File: config.mk
export PLATFORM = sky130hd
export DESIGN_NAME = bfp_normalizer
export DESIGN_NICKNAME = d
export VERILOG_FILES = /design/src/rtl/bfp_normalizer_pkg.sv /design/src/rtl/bfp_normalizer_rsb_count.sv /design/src/rtl/bfp_normalizer.sv
export SDC_FILE = /design/constraint.sdc
export NUM_CORES = 1
export LEC_CHECK = 0
export CAP_MARGIN = 5
export CORE_MARGIN = 2
export CORE_UTILIZATION = 30
export DETAILED_ROUTE_END_ITERATION = 8
export DONT_BUFFER_PORTS = 1
export GPL_TIMING_DRIVEN = 0
export PLACE_DENSITY_LB_ADDON = 0.1
export SLEW_MARGIN = 25
export SYNTH_ARGS = -nofsm -noshare
export SYNTH_HDL_FRONTEND = slang
export SYNTH_SLANG_ARGS = --single-unit
export TNS_END_PERCENT = 100
File: constraint.sdc
create_clock -name clk -period 3.2 [get_ports clk]
set_input_delay 0.48 -clock clk [delete_from_list [all_inputs] [get_ports clk]]
set_output_delay 0.48 -clock clk [all_outputs]
set_load 0.02 [all_outputs]
File: src/rtl/bfp_normalizer_pkg.sv
// Shared types and helpers for the block-floating-point normalizer.
package bfp_normalizer_pkg;

    // Two-phase frame FSM: collect a frame, then stream it out.
    typedef enum logic [0:0] {
        FILL  = 1'b0,
        DRAIN = 1'b1
    } state_t;

    // Redundant sign bits of the low w bits of v: the number of bits
    // directly below the sign bit that still equal the sign bit.
    // Range 0..w-1. A run flag is used instead of an early exit so the
    // loop unrolls into a plain priority chain.
    function automatic int rsb_calc(input logic [63:0] v, input int w);
        int   n;
        logic run;
        n   = 0;
        run = 1'b1;
        for (int i = 62; i >= 0; i--) begin
            if (i <= w - 2 && run) begin
                if (v[i] == v[w-1]) n = n + 1;
                else                run = 1'b0;
            end
        end
        return n;
    endfunction

endpackage

File: src/rtl/bfp_normalizer_rsb_count.sv
// Combinational leading-sign counter for one WIDTH-bit signed sample.
module rsb_count
    import bfp_normalizer_pkg::*;
#(
    parameter int WIDTH = 8,
    parameter int RSB_W = (WIDTH > 1) ? $clog2(WIDTH) : 1
) (
    input  logic [WIDTH-1:0] data,
    output logic [RSB_W-1:0] rsb
);

    // Count sign-bit repeats below the MSB.
    always_comb begin
        rsb = RSB_W'(rsb_calc(64'(data), WIDTH));
    end

endmodule

File: src/rtl/bfp_normalizer.sv
// Block-floating-point normalizer: buffers FRAME_LEN samples, finds the
// smallest redundant-sign-bit count across the frame, then replays the
// samples unmodified alongside that common left-shift amount.
module bfp_normalizer
    import bfp_normalizer_pkg::*;
#(
    parameter int WIDTH      = 8,
    parameter int SHIFT_BITS = 3,
    parameter int FRAME_LEN  = 8
) (
    input  logic                  clk,
    input  logic                  rst_n,
    input  logic                  clear,
    input  logic [WIDTH-1:0]      in_data,
    input  logic                  in_valid,
    output logic                  in_ready,
    output logic [WIDTH-1:0]      out_data,
    output logic [SHIFT_BITS-1:0] out_shift,
    output logic                  out_dir,
    output logic                  out_valid,
    input  logic                  out_ready,
    output logic                  out_last
);

    localparam int PTR_W     = $clog2(FRAME_LEN);
    localparam int RSB_W     = (WIDTH > 1) ? $clog2(WIDTH) : 1;
    localparam int SHIFT_MAX = (1 << SHIFT_BITS) - 1;
    localparam logic [PTR_W-1:0] LAST_IDX = PTR_W'(FRAME_LEN - 1);

    state_t                   state;
    logic [PTR_W-1:0]         wr_ptr;
    logic [PTR_W-1:0]         rd_ptr;
    logic [RSB_W-1:0]         run_min;
    logic [RSB_W-1:0]         cur_rsb;
    logic [RSB_W-1:0]         frame_min;
    logic [SHIFT_BITS-1:0]    shift_clamped;
    logic [WIDTH-1:0]         buffer [FRAME_LEN];
    logic                     in_acc;
    logic                     out_acc;

    rsb_count #(.WIDTH(WIDTH), .RSB_W(RSB_W)) u_rsb (
        .data (in_data),
        .rsb  (cur_rsb)
    );

    // Handshake-facing outputs are pure decodes of state so that an
    // asynchronous reset drops out_valid immediately.
    always_comb begin
        in_ready  = (state == FILL);
        out_valid = (state == DRAIN);
        out_last  = (state == DRAIN) && (rd_ptr == LAST_IDX);
        out_data  = buffer[rd_ptr];
        out_dir   = 1'b0;
        in_acc    = in_valid && in_ready;
        out_acc   = out_valid && out_ready;
    end

    // Minimum including the current sample; the first sample of a frame
    // seeds the minimum so stale state never leaks across frames.
    always_comb begin
        if (wr_ptr == '0)            frame_min = cur_rsb;
        else if (cur_rsb < run_min)  frame_min = cur_rsb;
        else                         frame_min = run_min;
        if (32'(frame_min) > SHIFT_MAX) shift_clamped = SHIFT_BITS'(SHIFT_MAX);
        else                            shift_clamped = SHIFT_BITS'(frame_min);
    end

    // Frame FSM, pointers, running minimum and latched shift.
    always_ff @(posedge clk or negedge rst_n) begin
        if (!rst_n) begin
            state     <= FILL;
            wr_ptr    <= '0;
            rd_ptr    <= '0;
            run_min   <= '1;
            out_shift <= '0;
        end else if (clear) begin
            state   <= FILL;
            wr_ptr  <= '0;
            rd_ptr  <= '0;
            run_min <= '1;
        end else begin
            case (state)
                FILL: begin
                    if (in_acc) begin
                        run_min <= frame_min;
                        if (wr_ptr == LAST_IDX) begin
                            wr_ptr    <= '0;
                            state     <= DRAIN;
                            out_shift <= shift_clamped;
                        end else begin
                            wr_ptr <= wr_ptr + PTR_W'(1);
                        end
                    end
                end
                DRAIN: begin
                    if (out_acc) begin
                        if (rd_ptr == LAST_IDX) begin
                            rd_ptr <= '0;
                            state  <= FILL;
                        end else begin
                            rd_ptr <= rd_ptr + PTR_W'(1);
                        end
                    end
                end
                default: state <= FILL;
            endcase
        end
    end

    // Sample storage; contents are don't-care until rewritten, so no reset.
    always_ff @(posedge clk) begin
        if (in_acc && !clear) buffer[wr_ptr] <= in_data;
    end

endmodule
=== Yosys cells after proc, flatten, opt, wreduce, memory -nomap -nowiden ===
Memory sizes are Yosys's and may differ from the RTL's.
Index checks and enable logic that the tools add are counted.

* Register bits: 13
* Memory bits (writable): 64
* Bits of input ports: 13
* Output and inout port bits: 15
* Word-level logic and storage cells: 84
* Memories kept: 1

* $add $sub $neg: 8
* Magnitude comparators: 1
* Equality and inequality tests: 10
* Muxes and demuxes: 45
* Bitwise operators: 2
* Reduce and logical (&&, ||, !) cells: 12

{| class="wikitable"
|+ Memories
! memory !! words !! bits a word !! read ports !! clocked after Yosys merged registers in !! wr ports !! RTL line !! source
|-
| buffer || 8 || 8 || 1 || 0 || 1 || bfp_normalizer.sv:37 || <nowiki>logic [WIDTH-1:0] buffer [FRAME_LEN];</nowiki>
|}

{| class="wikitable"
|+ Operators with widths
! cell !! count
|-
| $mux 3 || 25
|-
| $mux 1 || 19
|-
| $add 3x2->3 const B || 5
|-
| $eq 1x1->1 || 7
|-
| $add 3x1->3 const B || 2
|-
| $eq 3x3->1 const B || 2
|-
| $reduce_bool 2->1 || 3
|-
| $logic_and 1x1->1 || 4
|-
| $reduce_and 2->1 || 2
|-
| $reduce_and 4->1 || 1
|-
| $logic_not 3->1 || 1
|-
| $lt 3x3->1 || 1
|-
| $add 1x1->2 const B || 1
|-
| $ne 2x2->1 const B || 1
|-
| $not 1->1 || 2
|-
| $pmux 1 s2 || 1
|-
| $logic_not 1->1 || 1
|}

=== Depth between registers and ports, before layout ===
* Word-level depth: 26
* Gate-level depth with buffers: 22
* Gate-level depth less buffers: 21

=== By module ===
From an unflattened synthesis, not the netlist that was laid out.

* Cells, all modules: 260
* Area total of the unflattened synthesis: 3,708.6 um^2

{| class="wikitable"
|+ Modules (own cells, without submodules)
! module !! instances !! cells each !! area each (um^2) !! seq. area each (um^2)
|-
| bfp_normalizer || 1 || 191 || 3,286.9 || 2,250.9
|-
| rsb_count || 1 || 69 || 421.7 || 0.0
|}

=== Worst setup path after synthesis ===
Ideal clock, no wire load.

* Kind: input to register
* Start: input in_data[6]
* End: register run_min[1]
* Setup time: 0.082 ns
* Arrival: 4.353 ns
* Data required time: 3.118 ns
* Path slack: -1.234 ns
* Stages: 21
* Path buffers: 1
* Path through: buf_2 or3_1 o21ai_1 ha_1 a21o_1 and2_4 ha_1 mux2_2 ha_1 nor3b_1 o21ai_0 o211ai_1 xor2_1 nor2_1 ha_1 a21oi_1 a21oi_1 a211oi_2 nor2_1 nor2_1 a211o_1

* Cells in the longest elaborated chain, start to end: 26
* Elaborated cells on any way between the ends: 32
* Classes of those cells: add/sub (6); order compare (1); eq/ne (1); mux (24)

{| class="wikitable"
|+ Ends and longest elaborated chain
! element !! RTL line !! source
|-
| from (decl) || bfp_normalizer.sv:14 || <nowiki>input logic [WIDTH-1:0] in_data,</nowiki>
|-
| $eq 1x1->1 (*) || bfp_normalizer_pkg.sv:21 || <nowiki>if (v[i] == v[w-1]) n = n + 1;</nowiki>
|-
| $mux 1 || bfp_normalizer_pkg.sv:21 ||
|-
| $add 1x1->2 || bfp_normalizer_pkg.sv:21 ||
|-
| $mux 3 || bfp_normalizer_pkg.sv:21 ||
|-
| $mux 3 || bfp_normalizer_pkg.sv:20 || <nowiki>if (i <= w - 2 && run) begin</nowiki>
|-
| $add 3x2->3 || bfp_normalizer_pkg.sv:21 ||
|-
| $mux 3 || bfp_normalizer_pkg.sv:21 ||
|-
| $mux 3 || bfp_normalizer_pkg.sv:20 ||
|-
| [... 10 more ...] || - ||
|-
| $mux 3 || bfp_normalizer_pkg.sv:21 ||
|-
| $mux 3 (*) || bfp_normalizer_pkg.sv:20 ||
|-
| $lt 3x3->1 || bfp_normalizer.sv:62 || <nowiki>else if (cur_rsb < run_min) frame_min = cur_rsb;</nowiki>
|-
| $mux 3 || bfp_normalizer.sv:62 ||
|-
| $mux 3 (*) || bfp_normalizer.sv:61 || <nowiki>if (wr_ptr == '0) frame_min = cur_rsb;</nowiki>
|-
| $mux 3 (*) || bfp_normalizer.sv:84 || <nowiki>if (in_acc) begin</nowiki>
|-
| $mux 3 (*) || bfp_normalizer.sv:82 || <nowiki>case (state)</nowiki>
|-
| $mux 3 (*) || bfp_normalizer.sv:76 || <nowiki>end else if (clear) begin</nowiki>
|-
| to (signal assigned) || bfp_normalizer.sv:85 || <nowiki>run_min <= frame_min;</nowiki>
|-
| to (decl) || bfp_normalizer.sv:33 || <nowiki>logic [RSB_W-1:0] run_min;</nowiki>
|}

Every way passes the cells marked *; elsewhere a longest branch is shown, timed or not. The select of a mux whose other input is x is not followed.
A chain may end at the register's enable or synchronous reset.

=== Final worst setup path ===
* Start: input in_data[7]
* End: register run_min[1]

* Cells in the longest elaborated chain, start to end: 26
* Elaborated cells on any way between the ends: 43
* Classes of those cells: add/sub (6); order compare (1); eq/ne (7); mux (29)

{| class="wikitable"
|+ Ends and longest elaborated chain
! element !! RTL line
|-
| $eq 1x1->1 || bfp_normalizer_pkg.sv:21
|-
| $mux 1 || bfp_normalizer_pkg.sv:21
|-
| $add 1x1->2 || bfp_normalizer_pkg.sv:21
|-
| $mux 3 || bfp_normalizer_pkg.sv:21
|-
| $mux 3 || bfp_normalizer_pkg.sv:20
|-
| $add 3x2->3 || bfp_normalizer_pkg.sv:21
|-
| $mux 3 || bfp_normalizer_pkg.sv:21
|-
| $mux 3 || bfp_normalizer_pkg.sv:20
|-
| [... 10 more ...] || -
|-
| $mux 3 || bfp_normalizer_pkg.sv:21
|-
| $mux 3 (*) || bfp_normalizer_pkg.sv:20
|-
| $lt 3x3->1 || bfp_normalizer.sv:62
|-
| $mux 3 || bfp_normalizer.sv:62
|-
| $mux 3 (*) || bfp_normalizer.sv:61
|-
| $mux 3 (*) || bfp_normalizer.sv:84
|-
| $mux 3 (*) || bfp_normalizer.sv:82
|-
| $mux 3 (*) || bfp_normalizer.sv:76
|}

Marked as above.

==> results.cfg <==
[synthesis]
netlist_top_cells_count = edfxtp_1 (64), nor2_1 (20), nand2_1 (17)
synth_compound_area_share_pct = 6.674
muxShareOfSynthArea_pct = 13.90
synth_top_family_by_area = multiplexers
synth_fp_nets = 276
ys_seq_area_share_pct = 62.21
synth_edf_count = 64
yosys_warnings = 0
synth.distinct_cells = 46
synthAdderAreaFrac_pct = 3.458
yosysTopAreaCell = edfxtp_1
synth_area_um2 = 3618
synth.ff_latch_count = 77
synthArstFlopShare_pct = 16.88
avgSynthCellArea_um2 = 14.30
synth_top_area_share_pct = 53.11
ys.flop_type = edfxtp_1
yosys.area_share.simple_pct = 10.34
yosysMostFrequentCell = edfxtp_1
synth_xor_area_share_pct = 0.7261
synth_cells = 253
yosys-top-cells-area = edfxtp_1 (53%), mux4_2 (10%), dfrtp_1 (6.9%)

[sta]
worst_slew_pin_slew_ns = 1.016
drv_slew = 0
fin_skew_ns = 0.003480
min_period_ns = 3.939
setup_viol = 6
finalWorstSetupSlack_ns = -0.7388
rsz0062_at_grt = true
finalHoldViolCount = 0
max_freq_mhz = 253.9
setup_tns_ns = -4.120
period_share_pct = 123.1
max_slew_margin_pct = 32.04

[power]
pwr-share-clk_pct = 40.4
p_per_area_nw_per_um2 = 488.8
p_sw_uw = 453.0
p_sw_share_pct = 21.04
p_seq_share_pct = 51.8
vdd_ir_drop_max_mv = 0.1504
p_leak_uw = 0.001498
p_int_uw = 1700
pwr-share-comb_pct = 7.8
total_power_uw = 2153

[cells_and_area]
fillers = 1144
num_antenna_cells = 0
final_core_util_pct = 36.99
design_area_um2 = 4405
nNetsFinal = 305
drive_above_1_share_pct = 33.57
multi_input_area_um2 = 1449
area_growth_pct = 21.75
regArea_um2 = 2251

[outcome]
outcome = finished with violations
violations = negative setup slack

[placed_design]
dp_slack_ns = -1.387
post_dp_cell_area_um2 = 3909
gpl.final_weighted_congestion = 0.7356
io_buffer_count = 0
hpwl_mm = 5.486

[cts]
cts_max_level = 3
cts_buffers = 9
cts_tree = built
ctsLongestPathBuffers = 2
root_buffer = clkbuf_16
clk_pin_slew_worst_paths_ns = 0.06
insertion_delay_ns = 0.33
clkSinkCount = 77

[floorplanning]
die_width_um = 113.8
io_pins = 28
core_area_um2 = 11910
die_area_um2 = 12960
rows = 40
initial_utilization_pct = 30.38
dieHeight_um = 113.8

[critical_path]
r2r_slack_ns = 0.52
max_stage_delay_ns = 0.39
required_ns = 3.46
r2r-end = buffer[4][4]
crit_arrival_ns = 4.19
critical_path_class = in2reg
rr_startpoint = out_valid
critPathMaxFanout = 9
crit_chain = buf_12 -> or3_4 -> o21ai_4 -> ha_1 -> a21o_1 -> and2_4 -> ha_4 -> mux2_4 -> ha_4 -> nor3b_2 -> o21ai_1 -> o211ai_1 -> xor2_2 -> nor2_1 -> ha_1 -> a21oi_2 -> a21oi_4 -> a211oi_4 -> or2_4 -> a31oi_1 -> a211o_1
startpoint_type = input port
critPathSlowestCell = or3_4
endpoint_kind = register
worstRegToRegCells = 5

[grt]
grt_pass1_wl_mm = 12.89
overflow = 0
grt_usage_pct = 13.81
antenna_found_initial = 0
grt_max_degree = 15
grt_pass1_vias = 2332

[worst_hold_path]
worstHoldPathType = in2reg
min_delay_worst_endpoint = buffer[4][7]
min_path_cells = 0
worstHoldStart = in_data[7]

[detailed_routing]
drtPass1Iterations = 5
first_iter_violations = 197
wire_per_inst_um = 19.42
vias = 2188
drcViolationCount = 0
postRouteAntennaNets = 0
wirelength_mm = 8.411
viasPerCell = 5.053

[flow_run]
maxCapViolCount = 0
through the flow:
| step | instances | hold slack [ns] |
|---|---|---|
| 4_1_cts | 433 | 0.2292 |
| 2_1_floorplan | 253 | 0.1844 |
| 3_5_place_dp | 402 | 0.1847 |
| 3_3_place_gp | 400 | 0.1847 |
| 5_1_grt | 433 | 0.2274 |
| 6_report | 433 | 0.2429 |
cell type report:
class / instances / area share, %
clock inverters: 3 / 0.3124
multi-input cells: 154 / 32.89
clock buffers: 12 / 5.368
inverters: 9 / 0.7668
plain buffers: 13 / 2.272
repair buffers: 18 / 3.124
flip-flops and latches: 77 / 51.09
well taps: 147 / 4.175
worst max-delay path, delay by kind of cell:
family / cells / cell delay, ns
multiplexers: 1 / 0.27
AO/OA/AOI/OAI: 9 / 1.26
XOR/XNOR: 1 / 0.21
adder cells (fa/ha/maj): 4 / 0.92
buffers and inverters: 1 / 0.11
AND/OR/NAND/NOR: 5 / 0.94
flip-flops by register name, indices dropped and copies added (netlist names):
name	flops
buffer	64
out_valid	1
out_shift	3
run_min	3
rd_ptr	3
wr_ptr	3
power by group through the flow:
stage / combinational [µW] / sequential [µW] / clock (µW)
2_1_floorplan: 105 / 1130 / 0
4_1_cts: 162 / 1110 / 894
5_1_grt: 184 / 1120 / 935
6_report: 169 / 1110 / 870
3_5_place_dp: 131 / 1130 / 0
3_3_place_gp: 128 / 1130 / 0
worst max-delay path by stage:
| stage | to | slack, ns | startpoint | depth (start not counted) |
|---|---|---|---|---|
| 5_1_grt | run_min[1] | -0.91 | in_data[7] | 21 |
| 2_1_floorplan | run_min[1] | -0.97 | in_data[5] | 20 |
| 3_3_place_gp | run_min[1] | -1.37 | in_data[7] | 21 |
| 6_report | run_min[1] | -0.74 | in_data[7] | 21 |
| 4_1_cts | run_min[1] | -0.83 | in_data[7] | 21 |
| 3_5_place_dp | run_min[1] | -1.39 | in_data[7] | 21 |
cell families (layout without fill, tap and decap cells):
kind of cell / Yosys count / after routing
simple gates: 74 / 74
compound gates: 37 / 37
flops: 77 / 77
xor+xnor: 3 / 3
other cells: 1 / 1
mux: 29 / 29
fa+ha+maj: 10 / 10
buf+inv: 22 / 55
repair_timing:
item	CTS	global route
pin swaps	17	8
hold buffers	1	0
endpoints found under the setup margin	6	6
buffers inserted	15	0
gates resized for setup	14	10
endpoints found under the hold margin	13	0
placed cells by master, fill, tap and decap left out, types with 3 or more instances in the layout:
cell        n
edfxtp_1   64
buf_4      18
nand2_1    17
nor2_1     16
mux4_2     16
dfrtp_1    10
inv_1       9
a21oi_1     9
clkbuf_16   9
mux2_2      8
clkbuf_1    7
ha_1        7
nand3_1     6
o21ai_1     5
buf_2       3
nor4_1      3
nor3_1      3
and2_1      3
nor2_2      3
a21oi_2     3
mux2i_1     3
ha_4        3
dfstp_2     3
layer usage:
layer	up-vias	routed length [µm]	global-route usage, %
li1	1026	-	-
met1	1113	3825	17.16
met2	38	4194	22.99
met3	11	252	3.082
met4	0	139	6.504
met5	-	0	0
No activity file was read; power rests on OpenSTA's default activity.
